[src/rtl/round_robin_wrr_table.sv]
// Weighted round-robin arbiter driven by a programmable table of (queue, weight) entries.
// Grants go out as selector/selector_enb and are taken only when pop_ready is also high.
module round_robin_wrr_table #(
    parameter int QUEUE_QUANTITY  = 4,
    parameter int TABLE_SIZE      = 8,
    parameter int WEIGHT_BITS     = 6,
    parameter int WORK_CONSERVING = 1
) (
    input  logic                                        clk,
    input  logic                                        rst,
    input  logic                                        enb,
    input  logic                                        cfg_load,
    input  logic [TABLE_SIZE*WEIGHT_BITS-1:0]           pesos,
    input  logic [TABLE_SIZE*$clog2(QUEUE_QUANTITY)-1:0] selecciones,
    input  logic [QUEUE_QUANTITY-1:0]                   buf_empty,
    input  logic                                        pop_ready,
    output logic [$clog2(QUEUE_QUANTITY)-1:0]           selector,
    output logic                                        selector_enb,
    output logic [$clog2(TABLE_SIZE)-1:0]               entry_idx
);

    localparam int QW = $clog2(QUEUE_QUANTITY);
    localparam int PW = $clog2(TABLE_SIZE);

    // Handshake: selector_enb is the valid, pop_ready the ready; a grant is consumed
    // (and counted against the entry quota) only in a cycle where both are high.

    logic [WEIGHT_BITS-1:0] tbl_w_q [TABLE_SIZE];
    logic [WEIGHT_BITS-1:0] tbl_w_d [TABLE_SIZE];
    logic [QW-1:0]          tbl_s_q [TABLE_SIZE];
    logic [QW-1:0]          tbl_s_d [TABLE_SIZE];
    logic [PW-1:0]          ptr_q, ptr_d;
    logic [WEIGHT_BITS-1:0] used_q, used_d;

    logic [TABLE_SIZE-1:0]  elig;
    logic [PW-1:0]          cand;
    logic                   cand_valid;
    logic [PW:0]            scan_idx;
    logic                   grant;
    logic [WEIGHT_BITS-1:0] base;
    logic [WEIGHT_BITS-1:0] base_inc;

    function automatic logic [PW-1:0] wrap_inc(input logic [PW-1:0] p);
        if (p == PW'(TABLE_SIZE - 1)) begin
            return '0;
        end
        return p + PW'(1);
    endfunction

    // The table keeps capturing for as long as reset or cfg_load is held.
    always_comb begin
        for (int n = 0; n < TABLE_SIZE; n++) begin
            tbl_w_d[n] = tbl_w_q[n];
            tbl_s_d[n] = tbl_s_q[n];
            if (!rst || cfg_load) begin
                tbl_w_d[n] = pesos[n*WEIGHT_BITS +: WEIGHT_BITS];
                tbl_s_d[n] = selecciones[n*QW +: QW];
            end
        end
    end

    always_comb begin
        for (int n = 0; n < TABLE_SIZE; n++) begin
            elig[n] = (tbl_w_q[n] != '0) && !buf_empty[tbl_s_q[n]];
        end
    end

    // Scan downwards so the entry closest to ptr (smallest offset) wins last.
    always_comb begin
        cand       = ptr_q;
        cand_valid = 1'b0;
        scan_idx   = '0;
        if (WORK_CONSERVING != 0) begin
            for (int k = TABLE_SIZE - 1; k >= 0; k--) begin
                scan_idx = {1'b0, ptr_q} + (PW+1)'(k);
                if (scan_idx >= (PW+1)'(TABLE_SIZE)) begin
                    scan_idx = scan_idx - (PW+1)'(TABLE_SIZE);
                end
                if (elig[scan_idx[PW-1:0]]) begin
                    cand       = scan_idx[PW-1:0];
                    cand_valid = 1'b1;
                end
            end
        end else begin
            cand_valid = elig[ptr_q];
        end
    end

    always_comb begin
        selector_enb = rst && enb && !cfg_load && cand_valid;
        selector     = selector_enb ? tbl_s_q[cand] : '0;
        entry_idx    = rst ? ptr_q : '0;
    end

    always_comb begin
        ptr_d    = ptr_q;
        used_d   = used_q;
        grant    = selector_enb && pop_ready;
        base     = (cand == ptr_q) ? used_q : '0;
        base_inc = base + WEIGHT_BITS'(1);
        if (cfg_load) begin
            ptr_d  = '0;
            used_d = '0;
        end else if (grant) begin
            if (base_inc == tbl_w_q[cand]) begin
                ptr_d  = wrap_inc(cand);
                used_d = '0;
            end else begin
                ptr_d  = cand;
                used_d = base_inc;
            end
        end else if (enb && (WORK_CONSERVING == 0) && !elig[ptr_q]) begin
            // Non-work-conserving: an ineligible entry costs exactly one idle cycle.
            ptr_d  = wrap_inc(ptr_q);
            used_d = '0;
        end
    end

    always_ff @(posedge clk) begin
        for (int n = 0; n < TABLE_SIZE; n++) begin
            tbl_w_q[n] <= tbl_w_d[n];
            tbl_s_q[n] <= tbl_s_d[n];
        end
        if (!rst) begin
            ptr_q  <= '0;
            used_q <= '0;
        end else begin
            ptr_q  <= ptr_d;
            used_q <= used_d;
        end
    end

endmodule

[config.mk]
export PLATFORM = sky130hd
export DESIGN_NAME = round_robin_wrr_table
export DESIGN_NICKNAME = d
export VERILOG_FILES = /design/src/rtl/round_robin_wrr_table.sv
export SDC_FILE = /design/constraint.sdc
export NUM_CORES = 1
export LEC_CHECK = 0
export ABC_AREA = 1
export ABC_CLOCK_PERIOD_IN_PS = 3410
export CAP_MARGIN = 20
export CORE_UTILIZATION = 49
export CTS_CLUSTER_DIAMETER = 30
export CTS_CLUSTER_SIZE = 8
export DETAILED_ROUTE_END_ITERATION = 12
export PLACE_DENSITY = 0.78
export SLEW_MARGIN = 5
export SYNTH_ARGS = -nofsm -noshare
export SYNTH_HDL_FRONTEND = slang
export SYNTH_SLANG_ARGS = --single-unit
[constraint.sdc]
create_clock -name clk -period 3.41 [get_ports clk]
set_clock_uncertainty 0.1 [all_clocks]
set_input_delay 0.5115 -clock clk [delete_from_list [all_inputs] [get_ports clk]]
set_output_delay 0.5115 -clock clk [all_outputs]
set_load 0.1 [all_outputs]
## Word-level counts from Yosys, hierarchy flattened

Memory sizes are Yosys's and may differ from the RTL's.
Index checks and enable logic that the tools add are counted.

- Register bits after elaboration: 9
- Bits in writable memories: 64
- Input port bits: 73
- Logic and storage cells: 164
- Memories: 2

- $add $sub $neg: 17
- Magnitude comparators: 24
- Equal/unequal tests: 3
- Multiplexer cells: 83
- Bitwise logic cells: 1
- Reduce and logical (&&, ||, !) cells: 32

Memories:

| memory | words | bits a word | read ports | clocked after memory_dff | wr ports | RTL line | text |
|---|---|---|---|---|---|---|---|
| tbl_w_q | 8 | 6 | 9 | 0 | 8 | 28 | `logic [WEIGHT_BITS-1:0] tbl_w_q [TABLE_SIZE];` |
| tbl_s_q | 8 | 2 | 9 | 0 | 8 | 30 | `logic [QW-1:0] tbl_s_q [TABLE_SIZE];` |

Operators with widths:

| cell | number |
|---|---|
| $mux W3 | 20 |
| $mux W6 | 10 |
| $reduce_bool A6 Y1 | 8 |
| $lt A3 B4 Y1 const B | 8 |
| $ge A4 B4 Y1 const B | 7 |
| $mux W1 | 28 |
| $bmux W1 S3 | 8 |
| $lt A2 B3 Y1 const B | 8 |
| $sub A3 B1 Y3 const B | 8 |
| $mux W2 | 9 |
| $add A3 B3 Y4 const B | 4 |
| $bmux W1 S2 | 8 |
| $logic_and A1 B1 Y1 | 12 |
| $logic_not A1 Y1 | 10 |
| $add A3 B2 Y4 const B | 2 |
| $add A6 B1 Y6 const B | 1 |
| $eq A6 B6 Y1 | 1 |
| $add A3 B1 Y4 const B | 1 |
| $ge A3 B4 Y1 const B | 1 |
| $add A3 B1 Y3 const B | 1 |
| $eq A3 B3 Y1 | 1 |
| $eq A3 B3 Y1 const B | 1 |
| $reduce_or A2 Y1 | 1 |
| $logic_or A1 B1 Y1 | 1 |
| $not A1 Y1 | 1 |

## Logic depth before layout (Yosys ltp)

An unclocked memory read counts as a cell.

- Depth after elaboration: 24
- Gate-level depth with buffers: 35
- Gate-level depth less buffers: 35

## Worst setup path after synthesis

No wires, ideal clock.

- Kind: register -> output
- From: register ptr_q[0]
- To: output selector[0]
- Data arrival time: 4.545 ns
- Required time: 2.799 ns
- Path slack: -1.746 ns
- Stages on the path, launching flop included: 24
- Buffers on the path: 3
- Cell sequence: dfxtp_1 -> inv_2 -> ha_1 -> buf_2 -> inv_1 -> nand3_1 -> nand3_1 -> nand2_1 -> nand2_1 -> nand2_1 -> nand2_1 -> nand2_1 -> nand2_2 -> nand2_4 -> nand2_4 -> nand2_8 -> nand2_4 -> inv_2 -> buf_6 -> clkbuf_1 -> o21ai_0 -> a21oi_1 -> a211oi_1 -> nor3_1

- Word-level cells in the longest chain between the ends: 15
- Elaborated cells between the ends (all ways): 66

RTL lines:

| item | RTL line | text |
|---|---|---|
| start: declaration | 32 | `logic [PW-1:0] ptr_q, ptr_d;` |
| start signal: assignment | 128 | `ptr_q <= ptr_d;` |
| $add A3 B3 Y4 | 75 | `scan_idx = {1'b0, ptr_q} + (PW+1)'(k);` |
| $ge A4 B4 Y1 or $sub A3 B1 Y3 (tied branches) | 76, 77 |  |
| $mux W3 | 76 | `if (scan_idx >= (PW+1)'(TABLE_SIZE)) begin` |
| $bmux W1 S3 | 79 | `if (elig[scan_idx[PW-1:0]]) begin` |
| $mux W1 (not written as such) | 79 |  |
| $mux W3 or $mux W1 (tied branches) (8 in a row) | 79 |  |
| $mem_v2 Z8 W2 or $logic_and A1 B1 Y1 (tied branches) | -- |  |
| $mux W2 * | 91 | `selector = selector_enb ? tbl_s_q[cand] : '0;` |
| end: declaration | 17 | `output logic [$clog2(QUEUE_QUANTITY)-1:0] selector,` |

Every way passes the cells marked *; elsewhere a longest branch is shown, timed or not. The select of a mux whose other input is x is not followed.

==> summary.txt <==
status - complete, but fails checks
violated checks - negative setup slack
ys async rst share - 0
placed cell area - 6080 um2
Detail Route Antenna Nets - 0
Std-Cell Rows - 34
count of pins over their slew limit - 0
Reg clk slew, reported paths - 0.09 ns
clock buffer depth - 2
maxcap violations - 0
VDD IR max - 0.315 mV
Synth area leader - edfxtp_1
Post-synth EDFFs - 64
Cells after Synth - 566
worst hold stages - 2
CP Cell Sequence - nor2_2 -> nand4_1 -> nand3_2 -> nand3_2 -> nand3_4 -> nand2_4 -> buf_6 -> inv_2 -> nand2_1 -> nand2_1 -> nand2_1 -> nand2_2 -> nand2_4 -> nand2_4 -> nand2_8 -> nand2_8 -> inv_8 -> buf_8 -> o21ai_2 -> a21oi_2 -> a211oi_4 -> nor3_4 -> buf_12
post-synthesis adder-cell area fraction - 0.0109
CP max stage cell - edfxtp_1
Routed wire per std cell - 16.2 um
hold wc startpoint - used_q[4]$_SDFFE_PP0P_
initial antenna violation count - 0
Worst-Skew Late Latency - 0.36 ns
WP buf/inv - 5
pin count of the biggest net entering global routing - 48
Mean Syn Cell Area - 8.10 um2
RSZ-0062 raised after global routing - yes
Final Hold Fails - 0
I/O Pins - 79
post-synthesis mux area share - 0
vias in the first global route - 4627
Filler Cell Count - 579
All-Layer GR Usage - 0.279
CP arrival - 3.26 ns
crit start category - flop
Period Utilization, post-route - 1.14
post-synth cell types - 34
Area Overhead vs Synth - 49.9%
DP HPWL - 9590 um
hold buffer count at cts - 0
Pleak - 3.04 nW
ys flop type - edfxtp_1
drt first pass iters - 5
Setup crit start - tbl_w_q[3][5]$_DFFE_PP_
CP endpoint kind - output port
Crit Path Class - reg -> out
most common cell in the netlist - nand2_1
Synth Area in Compound Gates - 0.0450
crit-path leading delay family - simple AND/OR/NAND/NOR gates
fin area - 6870 um2
WHS Endpoint - used_q[4]$_SDFFE_PP0P_
Post-synth top cells - nand2_1, nand3_1, edfxtp_1, inv_1, nor2_1
Max Clk Rate - 258 MHz
Crit path required time - 2.80 ns
Final Net Count - 807
Vias per Instance - 5.50
DRC - 0
TritonCTS clock tree - yes
Reg-to-Reg End - ptr_q[1]$_SDFFE_PP0P_
CP peak stage delay - 0.42 ns
detailed-route via count - 4638
die footprint - 9740 um2
gr ovfl total - 0
worst reg2reg path startpoint - tbl_w_q[3][5]$_DFFE_PP_
post-synthesis xor/xnor area fraction - 0.00764
Seq/Total Area, Yosys - 0.459
Die X - 98.7 um
first-pass GRT wire length - 21200 um
relative slew slack - 0.604
root buf cell - clkbuf_8
clock sink count - 73
WL final - 13600 um
Core Region - 8890 um2
Final Setup Violations - 11
cells taking the most area after synthesis - edfxtp_1, nand2_1, nand3_1, inv_1, dfxtp_1
worst setup margin - -0.464 ns
total CTS buffers - 9
Routability Congestion - 0.937
overall die height - 98.7 um
Slew @ Worst Pin - 0.593 ns
mapped cell area - 4580 um2
Starting Density - 0.515
Post-Route Setup TNS - -4.15 ns
Net Count, Synth - 643
Final Critical Period - 3.87 ns
R2R cell count - 32
hold crit path type - reg -> reg
Worst Path Max Fanout - 7
yosys warns - 0
pwr dens - 449 nW/um2
Synth top area share - 0.419
# port buffers - 78
largest family of logic cells by synthesized area - simple AND/OR/NAND/NOR gates
initial DRC count - 256
#FFs+latches synth - 73
H-tree Lvls - 3
Post-Synth Simple-Gate Area - 0.390
layout cells sized above 1 - 0.339
# diodes - 0
reg2reg setup slack - -0.39 ns
cells by family (layout without fill, tap and decap cells):
logic type,Yosys count,after routing
buffers and inverters,85,253
flip-flops,73,73
AO/OA/AOI/OAI,35,35
XOR/XNOR,4,4
adder cells (fa/ha/maj),4,4
AND/OR/NAND/NOR,365,366
where the power goes:
part / leakage (nW) / internal, W / switching [W] / total [W]
Sequential: 0.726 / 0.00105 / 0.0000445 / 0.00110
Clock: 0.0848 / 0.000277 / 0.000382 / 0.000658
Combinational: 2.23 / 0.000591 / 0.000734 / 0.00133
final cells by class:
class                   count  area, um2  share of cell area
clock buffers               9        124              0.0180
inverters                  66        265              0.0386
well taps                 108        135              0.0197
clock inverters             7       60.1             0.00874
multi-input cells         409       2540               0.370
repair buffers            171       1640               0.239
flip-flops and latches     73       2100               0.306
through the flow:
step	hold slack [ns]	setup WS, ns	cells	utilization	total power (W)
6_report	0.373	-0.464	843	0.773	0.00308
5_1_grt	0.418	-0.632	843	0.773	0.00324
4_1_cts	0.373	-0.394	833	0.731	0.00291
3_5_place_dp	0.360	-0.762	805	0.684	0.00215
3_3_place_gp	0.355	-0.666	805	0.684	0.00213
2_1_floorplan	0.345	-0.290	566	-	0.00178
state kept, by name, indices dropped and copies added (netlist names):
signal	cells
tbl_s_q	16
ptr_q	3
tbl_w_q	48
used_q	6
metal layers:
metal,global-route usage,routed length [um]
met1,0.323,5460
met2,0.504,7020
met3,0.0574,838
met4,0.110,320
met5,0,0
worst max-delay path by stage:
stage,to,slack [ns],depth (start not counted)
finish,selector[0],-0.46,23
global route,ptr_q[2]$_SDFFE_PP0P_,-0.63,33
CTS,selector[0],-0.39,21
detailed placement,ptr_q[2]$_SDFFE_PP0P_,-0.76,32
global placement,ptr_q[2]$_SDFFE_PP0P_,-0.67,33
floorplan,selector[0],-0.29,24
placed cells by master, fill, tap and decap left out, drive strengths merged:
| cell type | count |
|---|---|
| nand2 | 183 |
| nand3 | 134 |
| buf | 97 |
| clkdlybuf4s50 | 68 |
| inv | 68 |
| edfxtp | 64 |
| nor2 | 28 |
| a21oi | 23 |
| clkbuf | 11 |
| nand3b | 9 |
| dfxtp | 9 |
| nand4 | 7 |
| o21ai | 6 |
| dlygate4sd2 | 4 |
| a211oi | 4 |
| nor3 | 4 |
| ha | 4 |
| clkinvlp | 3 |
| xor2 | 2 |
| xnor2 | 2 |
| a31oi | 2 |
| clkinv | 2 |
| nor3b | 1 |
timing repair:
item                                   4_1_cts  5_1_grt
cloned                                       0        3
pin swaps                                   23       24
setup endpoints to repair                   12       12
endpoints found under the hold margin        0        0
gates resized for setup                     43       59
setup buffers                               12        7
tightest hold or removal path, cell delays in order (launching register included):
cell,delay [ns]
dfxtp_1,0.32
nand2_1,0.06
a21oi_1,0.06
Note: power is estimated with default switching activity, not from simulation.
